--- src/rtl/amp_pair_sequencer_if.sv ---
// RAM and gate-stage bus of the amplitude pair sequencer.
// master = sequencer, slave = amplitude RAM plus X/Z gate stage.
interface amp_pair_sequencer_if #(
  parameter int NQ = 3
);
  logic               rd_en;
  logic [NQ-1:0]      rd_addr0;
  logic [NQ-1:0]      rd_addr1;
  logic signed [15:0] rd_d0r;
  logic signed [15:0] rd_d0i;
  logic signed [15:0] rd_d1r;
  logic signed [15:0] rd_d1i;

  logic               g_x;
  logic               g_z;
  logic signed [15:0] g_in0r;
  logic signed [15:0] g_in0i;
  logic signed [15:0] g_in1r;
  logic signed [15:0] g_in1i;
  logic signed [15:0] g_out0r;
  logic signed [15:0] g_out0i;
  logic signed [15:0] g_out1r;
  logic signed [15:0] g_out1i;

  logic               wr_en;
  logic [NQ-1:0]      wr_addr0;
  logic [NQ-1:0]      wr_addr1;
  logic signed [15:0] wr_d0r;
  logic signed [15:0] wr_d0i;
  logic signed [15:0] wr_d1r;
  logic signed [15:0] wr_d1i;

  modport master (
    output rd_en, rd_addr0, rd_addr1,
    input  rd_d0r, rd_d0i, rd_d1r, rd_d1i,
    output g_x, g_z,
    output g_in0r, g_in0i, g_in1r, g_in1i,
    input  g_out0r, g_out0i, g_out1r, g_out1i,
    output wr_en, wr_addr0, wr_addr1,
    output wr_d0r, wr_d0i, wr_d1r, wr_d1i
  );

  modport slave (
    input  rd_en, rd_addr0, rd_addr1,
    output rd_d0r, rd_d0i, rd_d1r, rd_d1i,
    input  g_x, g_z,
    input  g_in0r, g_in0i, g_in1r, g_in1i,
    output g_out0r, g_out0i, g_out1r, g_out1i,
    input  wr_en, wr_addr0, wr_addr1,
    input  wr_d0r, wr_d0i, wr_d1r, wr_d1i
  );
endinterface

--- src/rtl/amp_pair_sequencer.sv ---
// Amplitude pair sweep for one X/Z op on a target qubit, 1 pair/clk.
// Optional SEQ_STATS_EN adds a saturating sweep_cnt of good sweeps.
module amp_pair_sequencer #(
  parameter int NQ = 3,
  parameter int QW = 2
) (
  input  logic          clk,
  input  logic          rst,
  input  logic          start,
  input  logic [QW-1:0] target,
  input  logic          op_x,
  input  logic          op_z,
  output logic          busy,
  output logic          done,
  output logic          err,
`ifdef SEQ_STATS_EN
  output logic [15:0]   sweep_cnt,
`endif
  amp_pair_sequencer_if.master bus
);

  localparam int PW = NQ - 1;
  localparam int NP = 2 ** PW;

  typedef enum logic [1:0] {
    S_IDLE,
    S_RUN,
    S_DRAIN,
    S_FIN
  } state_t;

  state_t        state_q, state_d;
  logic [PW-1:0] p_q, p_d;
  logic [QW-1:0] t_q, t_d;
  logic          x_q, x_d;
  logic          z_q, z_d;
  logic          err_q, err_d;
  logic          vld_q, vld_d;
  logic [NQ-1:0] wa0_q, wa0_d;
  logic [NQ-1:0] wa1_q, wa1_d;

  logic [NQ-1:0] pe;
  logic [NQ-1:0] lo_m;
  logic [NQ-1:0] a0;
  logic [NQ-1:0] a1;
  logic          rd_en;

  always_comb begin
    state_d = state_q;
    p_d     = p_q;
    t_d     = t_q;
    x_d     = x_q;
    z_d     = z_q;
    err_d   = err_q;
    unique case (state_q)
      S_IDLE: begin
        if (start) begin
          t_d = target;
          x_d = op_x;
          z_d = op_z;
          p_d = '0;
          if ({1'b0, target} >= (QW+1)'(NQ)) begin
            err_d   = 1'b1;
            state_d = S_FIN;
          end else begin
            err_d   = 1'b0;
            state_d = S_RUN;
          end
        end
      end
      S_RUN: begin
        p_d = p_q + PW'(1);
        if (p_q == PW'(NP - 1)) begin
          state_d = S_DRAIN;
        end
      end
      S_DRAIN: begin
        state_d = S_FIN;
      end
      S_FIN: begin
        err_d   = 1'b0;
        state_d = S_IDLE;
      end
      default: begin
        state_d = S_IDLE;
      end
    endcase
  end

  // insert a 0 at bit t of p by shifting the bits at and above t up by one
  always_comb begin
    pe   = NQ'(p_q);
    lo_m = (NQ'(1) << t_q) - NQ'(1);
    a0   = ((pe & ~lo_m) << 1) | (pe & lo_m);
    a1   = a0 | (NQ'(1) << t_q);
  end

  assign rd_en = (state_q == S_RUN);

  always_comb begin
    vld_d = rd_en;
    wa0_d = rd_en ? a0 : '0;
    wa1_d = rd_en ? a1 : '0;
  end

  always_ff @(posedge clk) begin
    if (rst) begin
      state_q <= S_IDLE;
      p_q     <= '0;
      t_q     <= '0;
      x_q     <= 1'b0;
      z_q     <= 1'b0;
      err_q   <= 1'b0;
      vld_q   <= 1'b0;
      wa0_q   <= '0;
      wa1_q   <= '0;
    end else begin
      state_q <= state_d;
      p_q     <= p_d;
      t_q     <= t_d;
      x_q     <= x_d;
      z_q     <= z_d;
      err_q   <= err_d;
      vld_q   <= vld_d;
      wa0_q   <= wa0_d;
      wa1_q   <= wa1_d;
    end
  end

  assign busy = (state_q != S_IDLE);
  assign done = (state_q == S_FIN);
  assign err  = done & err_q;

  assign bus.rd_en    = rd_en;
  assign bus.rd_addr0 = rd_en ? a0 : '0;
  assign bus.rd_addr1 = rd_en ? a1 : '0;

  assign bus.g_x    = x_q;
  assign bus.g_z    = z_q;
  assign bus.g_in0r = bus.rd_d0r;
  assign bus.g_in0i = bus.rd_d0i;
  assign bus.g_in1r = bus.rd_d1r;
  assign bus.g_in1i = bus.rd_d1i;

  assign bus.wr_en    = vld_q;
  assign bus.wr_addr0 = wa0_q;
  assign bus.wr_addr1 = wa1_q;
  assign bus.wr_d0r   = bus.g_out0r;
  assign bus.wr_d0i   = bus.g_out0i;
  assign bus.wr_d1r   = bus.g_out1r;
  assign bus.wr_d1i   = bus.g_out1i;

`ifdef SEQ_STATS_EN
  logic [15:0] cnt_q, cnt_d;

  always_comb begin
    cnt_d = cnt_q;
    if (done && !err_q && cnt_q != 16'hFFFF) begin
      cnt_d = cnt_q + 16'd1;
    end
  end

  always_ff @(posedge clk) begin
    if (rst) begin
      cnt_q <= '0;
    end else begin
      cnt_q <= cnt_d;
    end
  end

  assign sweep_cnt = cnt_q;
`endif

endmodule

--- src/flat_wrapper.sv ---
// flat-port wrapper written by rule: the top's interface ports become plain ports
module amp_pair_sequencer_flat 
#(
  parameter int NQ = 3,
  parameter int QW = 2
)
  (clk, rst, start, target, op_x, op_z, busy, done, err, bus_rd_en, bus_rd_addr0, bus_rd_addr1, bus_rd_d0r, bus_rd_d0i, bus_rd_d1r, bus_rd_d1i, bus_g_x, bus_g_z, bus_g_in0r, bus_g_in0i, bus_g_in1r, bus_g_in1i, bus_g_out0r, bus_g_out0i, bus_g_out1r, bus_g_out1i, bus_wr_en, bus_wr_addr0, bus_wr_addr1, bus_wr_d0r, bus_wr_d0i, bus_wr_d1r, bus_wr_d1i);
  amp_pair_sequencer_if #(.NQ(NQ)) bus_i ();
  input  logic clk;
  input  logic rst;
  input  logic start;
  input  logic [QW-1:0] target;
  input  logic op_x;
  input  logic op_z;
  output logic busy;
  output logic done;
  output logic err;
  output wire logic [$bits(bus_i.rd_en)-1:0] bus_rd_en;
  output wire logic [$bits(bus_i.rd_addr0)-1:0] bus_rd_addr0;
  output wire logic [$bits(bus_i.rd_addr1)-1:0] bus_rd_addr1;
  input wire logic [$bits(bus_i.rd_d0r)-1:0] bus_rd_d0r;
  input wire logic [$bits(bus_i.rd_d0i)-1:0] bus_rd_d0i;
  input wire logic [$bits(bus_i.rd_d1r)-1:0] bus_rd_d1r;
  input wire logic [$bits(bus_i.rd_d1i)-1:0] bus_rd_d1i;
  output wire logic [$bits(bus_i.g_x)-1:0] bus_g_x;
  output wire logic [$bits(bus_i.g_z)-1:0] bus_g_z;
  output wire logic [$bits(bus_i.g_in0r)-1:0] bus_g_in0r;
  output wire logic [$bits(bus_i.g_in0i)-1:0] bus_g_in0i;
  output wire logic [$bits(bus_i.g_in1r)-1:0] bus_g_in1r;
  output wire logic [$bits(bus_i.g_in1i)-1:0] bus_g_in1i;
  input wire logic [$bits(bus_i.g_out0r)-1:0] bus_g_out0r;
  input wire logic [$bits(bus_i.g_out0i)-1:0] bus_g_out0i;
  input wire logic [$bits(bus_i.g_out1r)-1:0] bus_g_out1r;
  input wire logic [$bits(bus_i.g_out1i)-1:0] bus_g_out1i;
  output wire logic [$bits(bus_i.wr_en)-1:0] bus_wr_en;
  output wire logic [$bits(bus_i.wr_addr0)-1:0] bus_wr_addr0;
  output wire logic [$bits(bus_i.wr_addr1)-1:0] bus_wr_addr1;
  output wire logic [$bits(bus_i.wr_d0r)-1:0] bus_wr_d0r;
  output wire logic [$bits(bus_i.wr_d0i)-1:0] bus_wr_d0i;
  output wire logic [$bits(bus_i.wr_d1r)-1:0] bus_wr_d1r;
  output wire logic [$bits(bus_i.wr_d1i)-1:0] bus_wr_d1i;
  assign bus_rd_en = bus_i.rd_en;
  assign bus_rd_addr0 = bus_i.rd_addr0;
  assign bus_rd_addr1 = bus_i.rd_addr1;
  assign bus_i.rd_d0r = bus_rd_d0r;
  assign bus_i.rd_d0i = bus_rd_d0i;
  assign bus_i.rd_d1r = bus_rd_d1r;
  assign bus_i.rd_d1i = bus_rd_d1i;
  assign bus_g_x = bus_i.g_x;
  assign bus_g_z = bus_i.g_z;
  assign bus_g_in0r = bus_i.g_in0r;
  assign bus_g_in0i = bus_i.g_in0i;
  assign bus_g_in1r = bus_i.g_in1r;
  assign bus_g_in1i = bus_i.g_in1i;
  assign bus_i.g_out0r = bus_g_out0r;
  assign bus_i.g_out0i = bus_g_out0i;
  assign bus_i.g_out1r = bus_g_out1r;
  assign bus_i.g_out1i = bus_g_out1i;
  assign bus_wr_en = bus_i.wr_en;
  assign bus_wr_addr0 = bus_i.wr_addr0;
  assign bus_wr_addr1 = bus_i.wr_addr1;
  assign bus_wr_d0r = bus_i.wr_d0r;
  assign bus_wr_d0i = bus_i.wr_d0i;
  assign bus_wr_d1r = bus_i.wr_d1r;
  assign bus_wr_d1i = bus_i.wr_d1i;
  amp_pair_sequencer #(.NQ(NQ), .QW(QW)) u_core (.clk(clk), .rst(rst), .start(start), .target(target), .op_x(op_x), .op_z(op_z), .busy(busy), .done(done), .err(err), .bus(bus_i));
endmodule
--- config.mk ---
export PLATFORM = sky130hd
export DESIGN_NAME = amp_pair_sequencer_flat
export DESIGN_NICKNAME = d
export VERILOG_FILES = /design/src/rtl/amp_pair_sequencer_if.sv /design/src/rtl/amp_pair_sequencer.sv /design/src/flat_wrapper.sv
export SDC_FILE = /design/constraint.sdc
export NUM_CORES = 1
export LEC_CHECK = 0
export CORE_AREA = 2 2 109 111
export CTS_CLUSTER_DIAMETER = 150
export DETAILED_ROUTE_END_ITERATION = 8
export DIE_AREA = 0 0 111 113
export PLACE_DENSITY_LB_ADDON = 0.08
export SYNTH_ARGS = -nofsm -noshare
export SYNTH_HDL_FRONTEND = slang
export SYNTH_SLANG_ARGS = --single-unit
--- constraint.sdc ---
create_clock -name clk -period 2.6 [get_ports clk]
set_input_delay 0.26 -clock clk [delete_from_list [all_inputs] [get_ports clk]]
set_output_delay 0.26 -clock clk [all_outputs]
set_load 0.005 [all_outputs]
; Word level (Yosys, flattened, before mapping)
; Index checks and enable logic that the tools add are counted.
; W data, S select, Z words.
[word_totals]
regBits = 16
input_bits = 135
out_inout_bits = 147
word_cells = 44
[classes]
addsub = 2
order_cmp = 1
eq_ne = 6
shifts = 1
muxes = 11
bitwise = 6
reduce_logical = 8
[ops]
columns = cell, n
row1 = $mux W2, 4
row2 = $pmux W2 S4, 1
row3 = $reduce_and A2 Y1, 4
row4 = $eq A2 B2 Y1 const B, 3
row5 = $mux W3, 2
row6 = $or A3 B3 Y3, 2
row7 = $reduce_bool A2 Y1, 3
row8 = $ne A2 B2 Y1 const B, 2
row9 = $pmux W2 S2, 1
row10 = $and A2 B3 Y3, 1
row11 = $shl A1 B2 Y3 const A, 1
row12 = $sub A3 B2 Y3 const B, 1
row13 = $add A2 B1 Y2 const B, 1
row14 = $and A2 B2 Y2, 1
row15 = $eq A2 B1 Y1 const B, 1
row16 = $ge A2 B2 Y1 const B, 1
row17 = $logic_not A2 Y1, 1
row18 = $mux W1, 2
row19 = $not A2 Y2, 1
row20 = $pmux W1 S2, 1
row21 = $and A1 B1 Y1, 1

; Logic depth before layout (Yosys ltp)
; Gate-level depths: netlist (run 1).
[logic_depth]
word_depth = 7
ltp_mapped = 6
mapped_depth_nobuf = 5

; Worst setup path before layout (run 1)
; OpenSTA, ideal clock, no wires.
[synth_path]
kind = reg2reg
from = reg u_core.state_q[0]
to = reg u_core.err_q
setup_time_ns = 0.071
t_arrival_ns = 1.227
required_ns = 2.529
path_slack_ns = 1.303
stages_incl_launch_ff = 6
n_path_buf = 0
cell_sequence = dfxtp_1 inv_1 ha_1 nor2b_1 or3_1 a21oi_1
[synth_via]
elab_chain_cells = 3
[synth_rtl]
columns = item, line_no
row1 = start: declaration, amp_pair_sequencer.sv:32  ; state_t state_q, state_d;
row2 = start signal: assignment, amp_pair_sequencer.sv:118  ; state_q <= state_d;
row3 = $eq A2 B2 Y1 / $logic_not A2 Y1 (equally long branches), amp_pair_sequencer.sv:55  ; unique case (state_q)
row4 = $reduce_bool A2 Y1 (no source line) / $ne A2 B2 Y1 (equally long branches), n/a
row5 = $reduce_and A2 Y1 (no source line), n/a
row6 = end signal: assignment, amp_pair_sequencer.sv:123  ; err_q <= err_d;
row7 = end: declaration, amp_pair_sequencer.sv:37  ; logic err_q, err_d;
; Parallel ways exist; a longest one is shown, timed or not.
; A chain may end at the register's enable or synchronous reset.

; Worst setup path in the final report (run 1)
[layout_path]
from = reg u_core.state_q[1]
to = out bus_rd_addr1[1]
[layout_via]
elab_chain_cells = 2
[layout_rtl]
columns = item, line_no
row1 = $eq A2 B1 Y1, amp_pair_sequencer.sv:98  ; assign rd_en = (state_q == S_RUN);
row2 = $mux W3, amp_pair_sequencer.sv:136  ; assign bus.rd_addr1 = rd_en ? a1 : '0;
row3 = end: declaration, flat_wrapper.sv:20  ; output wire logic [$bits(bus_i.rd_addr1)-1:0] bus_rd_addr1;
; No other way between the ends.

==> run metrics, run 1 <==
ratio of final minimum period to clock period 81.0%; die height 113 um; async set-reset flop share out of synthesis 0%; Routed Antenna Nets 0; Post-DP HPWL 3.58 mm; Max rail drop VDD 0.000189 V; CP max FO 12; Ys Warns 0; vias in the first global route 848; DIE WIDTH 111 um; drt pass-1 iters 4; via count 800; final hold viol count 0; area growth from synthesis to layout -27.5%; post-synthesis compound-gate area fraction 6.64%; vias per cell 3.23; # DRC 0; Yosys cell types 28; Overflow after GRT 0; die footprint 12500 um2; ant diodes 0; Final Max Tran Viols 0; Root Driver clkbuf_16; port bufs 25; Sinks on Clock Net 16; fraction of layout cells with a size suffix above 1 4.76%; Worst EP required 2.34 ns; starting DRC count in detailed routing 43; Setup Crit Path Kind flip-flop to output port; LEAKAGE 0.425 nW; std cell rows 39; final WL 4.25 mm; first-pass GRT wire length 6.06 mm; post-cts resize count 0; pre-CTS WS 0.749 ns; flops & latches, synth 16; largest cells by area after synthesis buf_4 (57%), dfxtp_1 (19%), ha_1 (3.7%); RSZ-0062 raised after global routing false; adder-cell share of the synthesized area 3.73%; Reg clk slew, reported paths 0.06 ns; maxcap violations 0; Routed WL per cell 17.1 um; Post-CTS Hold Buffers 0; top_reg_cell synth dfxtp_1; FILL cells 1295; # IOs 282; CTS tree done; # H-tree levels 1; Final #Nets 246; Post CTS Setup Buffer Count 0; post-synthesis mux area share 0.597%; setup TNS 0 ns; Hold Path Class flip-flop to flip-flop; startpoint types flip-flop; pwr/cell area 848 nW/um2; Avg Inst Size Synth 8.06 um2; largest family of logic cells by synthesized area buffers and inverters; initial core utilization 14.9%; Post-Synth Simple-Gate Area 10.8%; final worst slack 0.494 ns; Arr. time, crit path 1.85 ns; fmax 0.475 GHz; cts bufs inserted 3; clock period minus worst slack 2.11 ns; worst slew pin tran 0.632 ns; status complete, no violations; Post-synth EDFFs 0; final setup vio count 0; Clock Skew 0.00647 ns; synthesized instance count 208; synthesized net count 348; total track usage 6.46%; leading area contributor after synthesis buf_4; largest net degree at the start of global routing 15; CTS Buffer Depth 2; Crit. End Element output port; Mapped Area 1680 um2; post-synthesis sequential area ratio 19.1%; Slew HR 57.8%; setup slack, reg-to-reg 0.91 ns; Skew-Pair Late Insertion Delay 0.25 ns; XOR/XNOR Fraction of Synth Area 0%; initial antenna violation count 0; post-layout util 10.8%; core area 11300 um2; share of the synthesized area in the top cell type 57.3%; gpl congestion 0.629
[cells in the mapped netlist (2+ instances only)]
cell type	instances
nand2_1	8
nand3_1	5
ha_1	5
dfxtp_1	16
nand2b_1	2
buf_4	128
nor2b_1	7
inv_1	3
nor2_1	5
buf_2	3
a21oi_1	8
and3b_1	2
[logic make-up after synthesis]
group                    after synthesis
flip-flops                            16
AND/OR/NAND/NOR                       34
AO/OA/AOI/OAI                         17
adder cells (fa/ha/maj)                5
buffers and inverters                135
multiplexers                           1
[per-layer routing]
layer	wire [um]	track usage (%)	vias up
li1	-	-	323
met1	1100	4.61	356
met2	2220	11.4	101
met3	784	5.84	20
met4	153	3.50	0
met5	0	0	-
[final cells by class]
cell class / instances / area (um2) / area share, %
multi-input combinational: 57 / 365 / 30.1
sequential: 16 / 320 / 26.4
timing repair buffer: 25 / 250 / 20.6
tap: 143 / 179 / 14.7
clock buffer: 4 / 88.8 / 7.31
inverter: 3 / 11.3 / 0.927
[worst max-delay path, stage by stage, from the launching register on]
cell	delay, ns
dfxtp_1	0.34
inv_1	0.08
ha_1	0.40
o311a_1	0.27
clkdlybuf4s50_1	0.51
[where the power goes]
part	switching (W)	total (W)	internal [W]
Sequential	0.0000395	0.000327	0.000288
Clock	0.000108	0.000342	0.000234
Combinational	0.000183	0.000361	0.000178
Total	0.000330	0.00103	0.000700
[sequential cells by signal, indices dropped and copies added (netlist names)]
name                 cells
u_core.bus.g_x           1
u_core.bus.g_z           1
u_core.bus.wr_addr0      3
u_core.bus.wr_addr1      3
u_core.bus.wr_en         1
u_core.err_q             1
u_core.p_q               2
u_core.state_q           2
u_core.t_q               2
[through the flow]
stage	area (um2)	power, W	instances	hold WS, ns
after floorplan	1680	0.000693	208	0.332
after global placement	1130	0.000694	244	0.450
after detailed placement	1130	0.000700	244	0.455
after CTS	1210	0.00105	248	0.462
after global routing	1210	0.00111	248	0.471
final	1210	0.00103	248	0.457
[final timing paths]
check	startpoint	to	cells past startpoint
max	u_core.state_q[1]$_SDFFE_PP0P_	bus_rd_addr1[1]	4
min	u_core.bus.g_x$_SDFFE_PP0P_	u_core.bus.g_x$_SDFFE_PP0P_	2
max reg2reg	u_core.state_q[0]$_SDFFE_PP0P_	u_core.err_q$_SDFFE_PP0P_	5
min reg2reg	u_core.bus.g_x$_SDFFE_PP0P_	u_core.bus.g_x$_SDFFE_PP0P_	2
[cell usage in the layout (no fill, tap or decap), drive strengths merged]
cell type	synthesis	routed
a211oi	1	1
a21oi	8	8
a22oi	1	1
a311oi	1	1
a31oi	1	1
a32oi	1	1
and2	1	1
and3b	2	2
clkbuf	1	4
clkdlybuf4s50	0	25
dfxtp	16	16
ha	5	5
inv	3	3
mux2i	1	1
nand2	8	8
nand2b	3	3
nand3	5	5
nand3b	1	1
nor2	5	5
nor2b	7	7
nor3	1	1
o211a	1	1
o21a	1	1
o21ai	1	1
o311a	1	1
or3	1	1
(Power assumes the default switching activity.)
==> inputs of run 2 (changes only) <==
- CORE_AREA: 2 2 109 111 -> 2 2 111 113
- DIE_AREA: 0 0 111 113 -> 0 0 113 115
- clock period: 2.6 -> 2.04 ns (I/O delays scaled with it)
==> run 2 against run 1 <==
Compared with the run above:
- the flow now finishes with violations (DRC)
- power grew 31%
- setup slack lost 0.31 ns
- clock-buffer cell count is the same
- sequential share of layout area is 0.84 points lower
- cell area rose by 3.3%
- register-to-register slack lost 0.44 ns
- via count decreased by 2.4%
- sequential power up 28%
- global-route usage is 0.14 points higher
- clock power is 28% higher
- worst hold slack lost 0.049 ns
==> run metrics, run 2 (same netlist as run 1, synthesis figures left out) <==
worst slew pin tran 0.361 ns (-0.270 ns); via count 781 (-2.4%); largest net degree at the start of global routing 13 (-2); Post-DP HPWL 3.92 mm (+9.6%); Final Max Tran Viols 0 (unchanged); CP bufs+invs 1 (-1); maxcap violations 0 (unchanged); ratio of final minimum period to clock period 91.2%; ant diodes 0 (unchanged); RSZ-0062 raised after global routing false; # IOs 282 (unchanged); Setup Crit Path Kind flip-flop to output port; WHS Path Cells 0 (-2); P_int 0.000919 W (+31%); fmax 0.538 GHz; CP max-delay cell clkdlybuf4s50_1; CTS tree done; starting DRC count in detailed routing 48 (+12%); most frequent cells in the layout clkdlybuf4s50_1 (25), dfxtp_1 (16), nand2_1 (8), a21oi_1 (8), nor2b_1 (7); startpoint types flip-flop; Cell Area, Placed 1150 um2 (+2.4%); area growth from synthesis to layout -25.1%; combinational share of power 36.5% (+1.5 points); std cell rows 40 (+2.6%); die footprint 13000 um2 (+3.6%); die height 115 um (+1.8%); Skew-Pair Late Insertion Delay 0.25 ns (about the same); Max rail drop VDD 0.000216 V (+14%); gpl congestion 0.627 (-0.40%); # H-tree levels 1 (unchanged); pwr/cell area 1070 nW/um2 (+27%); clock power share 32.4% (-0.8 points); final setup vio count 0 (unchanged); Root Driver clkbuf_16; vias in the first global route 869 (+2.5%); cts bufs inserted 3 (unchanged); Routed WL per cell 18.0 um (+4.8%); Crit path depth 4 (unchanged); Clock Skew 0.00338 ns (-0.00309 ns); Slew HR 75.8% (+18 points); Sinks on Clock Net 16 (unchanged); Net Sw Power 0.000428 W (+30%); share of power burned in registers 31.1% (-0.7 points); Overflow after GRT 0 (unchanged); Post CTS Setup Buffer Count 0 (unchanged); first-pass GRT wire length 6.26 mm (+3.3%); Top delay family on crit path buffers and inverters; post-cts resize count 1 (+1); status finished with violations; Arr. time, crit path 1.66 ns (-0.19 ns); Routed Antenna Nets 0 (unchanged); setup TNS 0 ns (unchanged); violated checks DRC; crit-path cells nor2_1, a22oi_1, nor2b_1, clkdlybuf4s50_1; Worst EP required 1.84 ns (-0.50 ns); # DRC 8 (+8); initial core utilization 14.2% (-0.68 points); FF-to-FF path depth 6 (+1); clock period minus worst slack 1.86 ns; Hold Path Class input port to output port; slowest cell delay on critical path 0.51 ns (about the same); LEAKAGE 0.440 nW (+3.6%); fraction of layout cells with a size suffix above 1 8.33% (+3.6 points); Crit. End Element output port; finished layout cell area 1250 um2 (+3.3%); Net Sw Frac 31.8% (-0.29 points); final WL 4.58 mm (+7.8%); Post-CTS Hold Buffers 0 (unchanged); initial antenna violation count 0 (unchanged); final hold viol count 0 (unchanged); CP max FO 6 (-6); port bufs 25 (unchanged); commonest non-fill, non-tap cell in the layout clkdlybuf4s50_1; drt pass-1 iters 6 (+2); core area 11800 um2 (+4.8%); CTS Buffer Depth 2 (unchanged); Final #Nets 249 (+1.2%); Reg clk slew, reported paths 0.06 ns (about the same); vias per cell 3.06 (-5.1%); DIE WIDTH 113 um (+1.8%); total track usage 6.60% (+0.14 points)
==> run 2: metal layers <==
| layer | vias to the layer above | wire, um | global-route usage (%) |
|---|---|---|---|
| li1 | 331 | - | - |
| met1 | 335 | 1100 | 4.70 |
| met2 | 85 | 2340 | 11.4 |
| met3 | 30 | 894 | 5.96 |
| met4 | 0 | 254 | 4.15 |
| met5 | - | 0 | 0 |
==> run 2: path summary, 6_finish.rpt <==
| kind | slack [ns] | startpoint | endpoint |
|---|---|---|---|
| min | 0.41 | bus_rd_d0i[11] | bus_g_in0i[11] |
| max | 0.18 | u_core.t_q[1]$_SDFFE_PP0P_ | bus_rd_addr0[1] |
| min reg2reg | 0.46 | u_core.bus.g_x$_SDFFE_PP0P_ | u_core.bus.g_x$_SDFFE_PP0P_ |
| max reg2reg | 0.47 | u_core.state_q[0]$_SDFFE_PP0P_ | u_core.state_q[1]$_SDFFE_PP0P_ |
==> run 2: per-stage QoR <==
step | worst slack [ns] | power [W] | std cells | utilization, % | hold WS [ns]
2_1_floorplan | 0.743 | 0.000883 | 208 | - | 0.276
3_3_place_gp | 0.233 | 0.000915 | 251 | 9.77 | 0.408
3_5_place_dp | 0.230 | 0.000914 | 251 | 9.77 | 0.408
4_1_cts | 0.0839 | 0.00137 | 255 | 10.5 | 0.408
5_1_grt | 0.0512 | 0.00147 | 255 | 10.6 | 0.408
6_report | 0.180 | 0.00135 | 255 | 10.6 | 0.408
==> run 2: power by group through the flow <==
stage          combinational (W)  sequential (W)  clock (W)
6_report                0.000492        0.000419   0.000437
5_1_grt                 0.000560        0.000430   0.000476
4_1_cts                 0.000495        0.000417   0.000461
3_5_place_dp            0.000491        0.000423          0
3_3_place_gp            0.000494        0.000421          0
2_1_floorplan           0.000475        0.000408          0
==> run 2: layout make-up <==
class,count,area (um2)
multi-input cells,57,378
inverters,3,11.3
flip-flops and latches,16,320
repair buffers,28,273
well taps,147,184
fillers,1364,10600
clock buffers,4,88.8
